**config.mk**
```make
export PLATFORM = sky130hd
export DESIGN_NAME = turn_ctrl_flat
export DESIGN_NICKNAME = d
export VERILOG_FILES = /design/src/rtl/turn_ctrl_pkg.sv /design/src/rtl/turn_ctrl_if.sv /design/src/rtl/turn_ctrl_step_tracker.sv /design/src/rtl/turn_ctrl.sv /design/src/flat_wrapper.sv
export SDC_FILE = /design/constraint.sdc
export NUM_CORES = 1
export LEC_CHECK = 0
export CAP_MARGIN = 10
export CORE_MARGIN = 8
export CORE_UTILIZATION = 48
export CTS_BUF_LIST = sky130_fd_sc_hd__clkbuf_8
export CTS_CLUSTER_DIAMETER = 60
export DETAILED_ROUTE_END_ITERATION = 10
export PLACE_DENSITY = 0.69
export REMOVE_ABC_BUFFERS = 1
export SLEW_MARGIN = 0
export SYNTH_ARGS = -nofsm -noshare
export SYNTH_HDL_FRONTEND = slang
export SYNTH_HIERARCHICAL = 1
export SYNTH_SLANG_ARGS = --single-unit
```
**constraint.sdc**
```tcl
create_clock -name B -period 8.15 [get_ports B]
set_clock_uncertainty 0.2 [all_clocks]
set_input_delay 2.445 -clock B [delete_from_list [all_inputs] [get_ports B]]
set_output_delay 2.445 -clock B [all_outputs]
set_load 0.01 [all_outputs]
```
**src/rtl/turn_ctrl_pkg.sv**
```systemverilog
// Shared definitions for the board-game turn controller: state encoding,
// track geometry and player-index helpers.
package turn_ctrl_pkg;

    localparam int NUM_TILES     = 24;
    localparam int DEF_WIN_STEPS = 24;
    localparam int PIDX_W        = 2;

    typedef enum logic [2:0] {
        ST_IDLE      = 3'd0,
        ST_WAIT_FLIP = 3'd1,
        ST_ADV       = 3'd2,
        ST_CHECK     = 3'd3,
        ST_DONE      = 3'd4
    } state_t;

    // Player counts outside 2..4 fall back to the full table of four.
    function automatic logic [2:0] clamp_players(input logic [4:0] n);
        if (n == 5'd2 || n == 5'd3 || n == 5'd4)
            return n[2:0];
        else
            return 3'd4;
    endfunction

    function automatic logic [PIDX_W-1:0] next_player(input logic [PIDX_W-1:0] cur,
                                                      input logic [2:0] n_eff);
        logic [2:0] nx;
        nx = {1'b0, cur} + 3'd1;
        return (nx >= n_eff) ? '0 : nx[PIDX_W-1:0];
    endfunction

endpackage

```
**src/rtl/turn_ctrl_if.sv**
```systemverilog
// Game-flow bus between the sequencer (master) and turn_ctrl (slave).
interface turn_ctrl_if;
    import turn_ctrl_pkg::*;

    logic [4:0]        N;
    logic              start;
    logic              flip_valid;
    logic              card_match;
    logic              p_da0;
    logic              p_da1;
    logic              p_da2;
    logic              p_da3;
    logic [PIDX_W-1:0] cur_player;
    logic              turn_done;
    logic              game_over;
    logic [PIDX_W-1:0] winner;

    modport master (
        output N, start, flip_valid, card_match,
        input  p_da0, p_da1, p_da2, p_da3, cur_player, turn_done, game_over, winner
    );

    modport slave (
        input  N, start, flip_valid, card_match,
        output p_da0, p_da1, p_da2, p_da3, cur_player, turn_done, game_over, winner
    );

endinterface

```
**src/rtl/turn_ctrl_step_tracker.sv**
```systemverilog
// Four per-player step counters with clear, indexed increment and saturation
// at WIN_STEPS; reached_win reports the selected player's counter.
module turn_ctrl_step_tracker
    import turn_ctrl_pkg::*;
#(
    parameter int WIN_STEPS = DEF_WIN_STEPS,
    parameter int STEP_W    = 6
) (
    input  logic              clk,
    input  logic              rst,
    input  logic              clr,
    input  logic              inc,
    input  logic [PIDX_W-1:0] sel,
    output logic              reached_win
);

    localparam logic [STEP_W-1:0] WIN_CNT = STEP_W'(WIN_STEPS);

    logic [STEP_W-1:0] steps [4];

    always_ff @(posedge clk) begin
        if (rst || clr) begin
            for (int i = 0; i < 4; i++)
                steps[i] <= '0;
        end else if (inc && steps[sel] != WIN_CNT) begin
            steps[sel] <= steps[sel] + 1'b1;
        end
    end

    assign reached_win = (steps[sel] == WIN_CNT);

endmodule

```
**src/rtl/turn_ctrl.sv**
```systemverilog
// Turn sequencer: rotates the active player on mismatches, issues one-cycle
// advance enables on matches and latches the first player to finish the lap.
//
// state     | meaning
// ----------+-------------------------------------------------------------
// IDLE      | no game; waiting for start
// WAIT_FLIP | waiting for the active player's flip result
// ADV       | match accepted; advance enable and step increment issued
// CHECK     | compare the active player's steps against WIN_STEPS
// DONE      | game decided; outputs hold until start
module turn_ctrl
    import turn_ctrl_pkg::*;
#(
    parameter int WIN_STEPS = DEF_WIN_STEPS,
    parameter int STEP_W    = 6
) (
    input  logic  B,
    input  logic  rst,
    turn_ctrl_if.slave bus
);

    state_t            state, state_nxt;
    logic [2:0]        n_eff, n_eff_nxt;
    logic [PIDX_W-1:0] cur, cur_nxt;
    logic [PIDX_W-1:0] win, win_nxt;
    logic [3:0]        p_da, p_da_nxt;
    logic              turn_done, turn_done_nxt;
    logic              game_over, game_over_nxt;
    logic              clr, inc, reached_win;

    turn_ctrl_step_tracker #(
        .WIN_STEPS (WIN_STEPS),
        .STEP_W    (STEP_W)
    ) u_steps (
        .clk         (B),
        .rst         (rst),
        .clr         (clr),
        .inc         (inc),
        .sel         (cur),
        .reached_win (reached_win)
    );

    always_ff @(posedge B) begin
        if (rst) begin
            state     <= ST_IDLE;
            n_eff     <= 3'd4;
            cur       <= '0;
            win       <= '0;
            p_da      <= '0;
            turn_done <= 1'b0;
            game_over <= 1'b0;
        end else begin
            state     <= state_nxt;
            n_eff     <= n_eff_nxt;
            cur       <= cur_nxt;
            win       <= win_nxt;
            p_da      <= p_da_nxt;
            turn_done <= turn_done_nxt;
            game_over <= game_over_nxt;
        end
    end

    // start overrides everything, including a flip in the same cycle.
    always_comb begin
        state_nxt     = state;
        n_eff_nxt     = n_eff;
        cur_nxt       = cur;
        win_nxt       = win;
        p_da_nxt      = '0;
        turn_done_nxt = 1'b0;
        game_over_nxt = game_over;
        clr           = 1'b0;
        inc           = 1'b0;

        if (bus.start) begin
            clr           = 1'b1;
            cur_nxt       = '0;
            win_nxt       = '0;
            game_over_nxt = 1'b0;
            n_eff_nxt     = clamp_players(bus.N);
            state_nxt     = ST_WAIT_FLIP;
        end else begin
            case (state)
                ST_WAIT_FLIP: begin
                    if (bus.flip_valid) begin
                        if (bus.card_match) begin
                            state_nxt = ST_ADV;
                        end else begin
                            cur_nxt       = next_player(cur, n_eff);
                            turn_done_nxt = 1'b1;
                        end
                    end
                end
                ST_ADV: begin
                    p_da_nxt[cur] = 1'b1;
                    inc           = 1'b1;
                    state_nxt     = ST_CHECK;
                end
                ST_CHECK: begin
                    if (reached_win) begin
                        win_nxt       = cur;
                        game_over_nxt = 1'b1;
                        state_nxt     = ST_DONE;
                    end else begin
                        state_nxt = ST_WAIT_FLIP;
                    end
                end
                default: ;
            endcase
        end
    end

    assign bus.p_da0      = p_da[0];
    assign bus.p_da1      = p_da[1];
    assign bus.p_da2      = p_da[2];
    assign bus.p_da3      = p_da[3];
    assign bus.cur_player = cur;
    assign bus.turn_done  = turn_done;
    assign bus.game_over  = game_over;
    assign bus.winner     = win;

endmodule

```
**src/flat_wrapper.sv**
```systemverilog
// flat-port wrapper written by rule: the top's interface ports become plain ports
module turn_ctrl_flat import turn_ctrl_pkg::*;
#(
    parameter int WIN_STEPS = DEF_WIN_STEPS,
    parameter int STEP_W    = 6
)
  (B, rst, bus_N, bus_start, bus_flip_valid, bus_card_match, bus_p_da0, bus_p_da1, bus_p_da2, bus_p_da3, bus_cur_player, bus_turn_done, bus_game_over, bus_winner);
  turn_ctrl_if bus_i ();
  input  logic B;
  input  logic rst;
  input wire logic [$bits(bus_i.N)-1:0] bus_N;
  input wire logic [$bits(bus_i.start)-1:0] bus_start;
  input wire logic [$bits(bus_i.flip_valid)-1:0] bus_flip_valid;
  input wire logic [$bits(bus_i.card_match)-1:0] bus_card_match;
  output wire logic [$bits(bus_i.p_da0)-1:0] bus_p_da0;
  output wire logic [$bits(bus_i.p_da1)-1:0] bus_p_da1;
  output wire logic [$bits(bus_i.p_da2)-1:0] bus_p_da2;
  output wire logic [$bits(bus_i.p_da3)-1:0] bus_p_da3;
  output wire logic [$bits(bus_i.cur_player)-1:0] bus_cur_player;
  output wire logic [$bits(bus_i.turn_done)-1:0] bus_turn_done;
  output wire logic [$bits(bus_i.game_over)-1:0] bus_game_over;
  output wire logic [$bits(bus_i.winner)-1:0] bus_winner;
  assign bus_i.N = bus_N;
  assign bus_i.start = bus_start;
  assign bus_i.flip_valid = bus_flip_valid;
  assign bus_i.card_match = bus_card_match;
  assign bus_p_da0 = bus_i.p_da0;
  assign bus_p_da1 = bus_i.p_da1;
  assign bus_p_da2 = bus_i.p_da2;
  assign bus_p_da3 = bus_i.p_da3;
  assign bus_cur_player = bus_i.cur_player;
  assign bus_turn_done = bus_i.turn_done;
  assign bus_game_over = bus_i.game_over;
  assign bus_winner = bus_i.winner;
  turn_ctrl #(.WIN_STEPS(WIN_STEPS), .STEP_W(STEP_W)) u_core (.B(B), .rst(rst), .bus(bus_i));
endmodule
```
### Yosys cells after proc, flatten, opt, wreduce, memory -nomap -nowiden

Memories as Yosys holds them, arrays and structs flattened. A register that Yosys moved wholly into a read port is not among the register bits.
Index checks and enable logic that the tools add are counted.

| word-level totals | value |
|---|---|
| flip-flop bits (word level) | 16 |
| memory bits (writable) | 24 |
| input bits | 10 |
| output and inout port bits | 10 |
| word-level logic and storage cells | 68 |
| memories kept | 1 |

| operators by class | value |
|---|---|
| $add $sub $neg | 2 |
| order comparisons | 3 |
| eq/ne operators | 12 |
| multiplexer cells | 23 |
| bitwise gates (word level) | 4 |
| reduce and logical (&&, ||, !) cells | 15 |

Memory list:

| memory | depth | width | read ports | clocked after memory_dff | write ports | RTL line | text |
|---|---|---|---|---|---|---|---|
| u_core.u_steps.steps | 4 | 6 | 1 | 1 | 4 | turn_ctrl_step_tracker.sv:19 | `logic [STEP_W-1:0] steps [4];` |

Operators with widths:

| kind | number |
|---|---|
| two-way mux 1 bit | 12 |
| two-way mux 3 bit | 4 |
| == test 5 x 2 -> 1 bit (second input constant) | 2 |
| one-hot mux 3 bit (3 select lines) | 1 |
| AND reduction 3 bit | 3 |
| two-way mux 2 bit | 4 |
| adder 6 x 1 -> 6 bit (second input constant) | 1 |
| == test 3 x 2 -> 1 bit (second input constant) | 2 |
| == test 6 x 5 -> 1 bit (second input constant) | 1 |
| two-way mux 6 bit | 1 |
| inequality test 3 bit (second input constant) | 2 |
| inequality test 6 x 5 -> 1 bit (second input constant) | 1 |
| OR reduction 6 bit | 1 |
| == test 5 x 3 -> 1 bit (second input constant) | 1 |
| inequality test 2 bit (second input constant) | 2 |
| inverter 1 bit | 4 |
| nonzero test 4 bit | 1 |
| OR reduction 4 bit | 1 |
| adder 2 x 1 -> 3 bit (second input constant) | 1 |
| == test 3 x 1 -> 1 bit (second input constant) | 1 |
| greater-or-equal comparator 3 bit | 1 |
| logical OR 1 bit | 3 |
| < comparator 2 x 3 -> 1 bit (second input constant) | 1 |
| nonzero test 3 bit | 1 |
| 6 further kinds | 7 |

### Depth between registers and ports, before layout

| depth | value |
|---|---|
| depth after elaboration | 9 |
| mapped depth | 9 |
| mapped depth without buffers | 8 |

### By module

The synthesis kept the hierarchy.

Modules (own cells, without submodules):

| module | instances | cells an instance | area an instance (um^2) | seq. area each (um^2) |
|---|---|---|---|---|
| turn_ctrl_step_tracker | 1 | 87 | 1256.2 | 720.7 |
| turn_ctrl | 1 | 77 | 694.4 | 320.3 |

### Least setup slack after synthesis

OpenSTA, ideal clock, no wires.

| timing | value |
|---|---|
| path type | input port to flip-flop |
| start point | input port bus_start |
| end point | memory u_core.u_steps.steps[0][0], enable pin |
| setup time | 0.380 ns |
| arrival | 3.466 ns |
| required time | 7.570 ns |
| setup slack | 4.105 ns |
| cell stages on the path | 3 |
| path buffers | 0 |
| cell sequence | nor3_1 o21ai_4 o31ai_1 |

RTL lines:

| item | RTL line | text |
|---|---|---|
| start, declared | flat_wrapper.sv:12 | `input wire logic [$bits(bus_i.start)-1:0] bus_start;` |
| end, declared | turn_ctrl_step_tracker.sv:19 |  |

==> results.json <==
{
  "finalInstanceArea_um2": 2250,
  "synthToLayoutAreaGrowth_pct": 15.4,
  "rsz0062_at_grt": "no",
  "grt_usage": 0.130,
  "io_pins": 20,
  "drtIter0Drc": 82,
  "cts_setup_buffers": 0,
  "ir_worst_vdd_uv": 93.6,
  "syn_inst": 164,
  "min_period_over_period": 0.571,
  "finish.net_count": 205,
  "r2r_cells": 6,
  "ys_seq_area_frac": 0.534,
  "p_int_mw": 0.288,
  "maxCapViolations": 0,
  "drv_slew": 0,
  "worstSetupPathType": "input port to register",
  "setup_violations": 0,
  "synth_warnings": 6,
  "drive_above_1_share": 0.102,
  "power-per-cell-area_nw_per_um2": 163,
  "combPwrFrac": 0.068,
  "r2r_start": "u_core/bus.cur_player[1]",
  "clk_latency_ns": 0.28,
  "dpl-instance-area_um2": 2170,
  "start_util": 0.495,
  "fmax_ghz": 0.215,
  "num_rows": 23,
  "grt_pass1_vias": 1305,
  "dr_total_vias": 1345,
  "crit_end": "u_core/u_steps/steps[3][4]",
  "die_h_um": 79.7,
  "yosysUniqueCellTypes": 36,
  "die-width_um": 79.7,
  "cp.required_ns": 7.87,
  "routed_wl_um": 3890,
  "grt_overflow": 0,
  "vias_per_cell": 5.68,
  "critical_path.n_buffers_inverters": 1,
  "dp_hpwl_um": 2940,
  "cp_cell_sequence": "clkdlybuf4s50_1, nor3_1, o21ai_4, o21ai_0",
  "cts_tree": "yes",
  "cts_root_buf": "clkbuf_8",
  "gp_congestion": 0.904,
  "cts_buffer_depth": 2,
  "antenna_cells": 0,
  "grt_pass1_wl_um": 6240,
  "p_clk_frac": 0.325,
  "grt_max_degree": 29,
  "power.leakage_nw": 0.795,
  "worst-r2r-setup-slack_ns": 4.97,
  "drc": 0,
  "cpLargestDelayFamily": "compound AO/OA/AOI/OAI gates",
  "numCtsBuffers": 5,
  "crit_cells": 4,
  "start_kind": "input port",
  "synth-seq-cells": 40,
  "slew_headroom": 0.438,
  "critPathLaunch": "bus_start",
  "antenna_left": 0,
  "hold_class": "register to register",
  "cts.sinks": 40,
  "status": "finished clean",
  "hold_violations": 0,
  "cp_max_fo": 28,
  "coreArea_um2": 3940,
  "crit_slowest_cell": "o21ai_0",
  "cp_data_arrival_time_ns": 4.37,
  "grt_antenna_before_repair": 0,
  "syn_avg_cell_area_um2": 11.9,
  "slowest_delay_ns": 0.73,
  "rr_endpoint": "u_core/u_steps/steps[3][4]",
  "clk_pin_slew_worst_paths_ns": 0.07,
  "p_sw_mw": 0.0787,
  "dr.pass1.iters": 4,
  "tightest_slew_ns": 0.834,
  "end_kind": "register",
  "wl_per_cell_um": 16.4,
  "sw_frac_of_total": 0.215,
  "port_buffers": 19,
  "cts_max_level": 2,
  "syn_area_um2": 1950,
  "holdBufCountCts": 0,
  "setup_tns_ns": 0,
  "min_period_ns": 4.65,
  "die-area_um2": 6360,
  "seq_power_share": 0.607,
  "cts-resized-gates": 0
}
[final cells by class]
cell class / instances / area [um^2]
multi-input cells: 107 / 822
inverters: 12 / 45.0
clock inverters: 3 / 13.8
flip-flops and latches: 40 / 1040
fillers: 313 / 1690
clock buffers: 5 / 68.8
repair buffers: 20 / 198
well taps: 50 / 62.6
[worst min-delay path by stage]
stage	startpoint	to	slack, ns	depth (start not counted)
after CTS	u_core/bus.game_over	u_core/bus.game_over	0.25	2
after global routing	u_core/bus.game_over	u_core/bus.game_over	0.28	2
after floorplan	u_core/state[2]	u_core/state[2]	0.26	2
after detailed placement	u_core/bus.game_over	u_core/bus.game_over	0.24	2
after global placement	u_core/bus.game_over	u_core/bus.game_over	0.24	2
final	u_core/bus.game_over	u_core/bus.game_over	0.25	2
[stage by stage]
stage / power, mW / utilization / setup WS, ns / std cells / hold WS, ns
after CTS: 0.370 / 0.571 / 3.51 / 237 / 0.250
after floorplan: 0.240 / - / 4.01 / 159 / 0.259
final: 0.366 / 0.571 / 3.50 / 237 / 0.246
after global routing: 0.383 / 0.571 / 3.35 / 237 / 0.278
after global placement: 0.250 / 0.550 / 3.31 / 229 / 0.240
after detailed placement: 0.251 / 0.550 / 3.21 / 229 / 0.239
[cell usage after synthesis]
master     count  area (um^2)
nand2_1        7         26.3
dfxtp_1       16          320
nand2b_1       3         18.8
nor2_1        12         45.0
or2_2          1         6.26
mux2i_1        2         20.0
mux4_2         3         67.6
xnor2_1        1         8.76
or3_4          2         22.5
or2b_1         1         7.51
clkbuf_1       1         3.75
a21oi_1        9         45.0
edfxtp_1      24          721
ha_1           9          113
or3_1          5         31.3
xor2_1         2         17.5
nor3_1        18         90.1
nand4bb_4      1         27.5
inv_1         12         45.0
nand2b_2       1         8.76
buf_2          1         5.00
nor2b_1        1         6.26
nor3_2         1         10.0
mux4_1         3         78.8
o21ai_0        6         30.0
o21bai_1       1         7.51
buf_6          3         33.8
o31ai_1        1         7.51
nand3_2        1         10.0
a22oi_1        2         15.0
and2_1         4         25.0
o21ai_4        1         16.3
a211oi_1       4         30.0
nor4_1         3         18.8
nand4_1        1         6.26
nand3_1        1         5.00
[state kept, by name, summed over array words and instances, names as in the netlist]
signal	flops
u_core/bus.cur_player	2
u_core/bus.game_over	1
u_core/bus.turn_done	1
u_core/bus.winner	2
u_core/n_eff	3
u_core/p_da	4
u_core/state	3
u_core/u_steps/steps	24
[power by group through the flow]
stage / clock network (mW) / logic, mW / registers [mW]
final: 0.119 / 0.0249 / 0.222
after global routing: 0.133 / 0.0273 / 0.223
after CTS: 0.124 / 0.0247 / 0.222
after detailed placement: 0 / 0.0246 / 0.227
after global placement: 0 / 0.0236 / 0.227
after floorplan: 0 / 0.0143 / 0.225
[layout by cell type, fill, tap and decap left out, drive strengths merged, types with 7 or more instances in the layout]
| cell type | n |
|---|---|
| clkdlybuf4s50 | 19 |
| dfxtp | 16 |
| ha | 9 |
| nand2 | 7 |
| o21ai | 7 |
| or3 | 7 |
| edfxtp | 24 |
| nor3 | 19 |
| a21oi | 9 |
| nor2 | 12 |
| inv | 12 |
[logic make-up (layout without fill, tap and decap cells)]
family	after synthesis	after routing	synth area share
xor+xnor	3	3	0.0135
fa+ha+maj	9	9	0.0577
simple gates	63	63	0.187
mux	8	8	0.0853
compound gates	24	24	0.0776
buf+inv	17	40	0.0449
flops	40	40	0.534
[routing by layer]
metal	vias to the layer above	global-route usage	wire, um
li1	648	-	-
met1	625	0.163	1650
met2	66	0.190	1810
met3	6	0.0439	354
met4	0	0.0782	73
met5	-	0	0
[worst register-to-register path: cells and delay by family, from the launching register on]
family	cells	cell delay (ns)
AOI/OAI and AO/OA	2	1.01
muxes	1	0.54
adders and majority gates	1	0.13
DFF	1	0.77
buffers and inverters	2	0.17
Power figures use the tool's default switching activity.
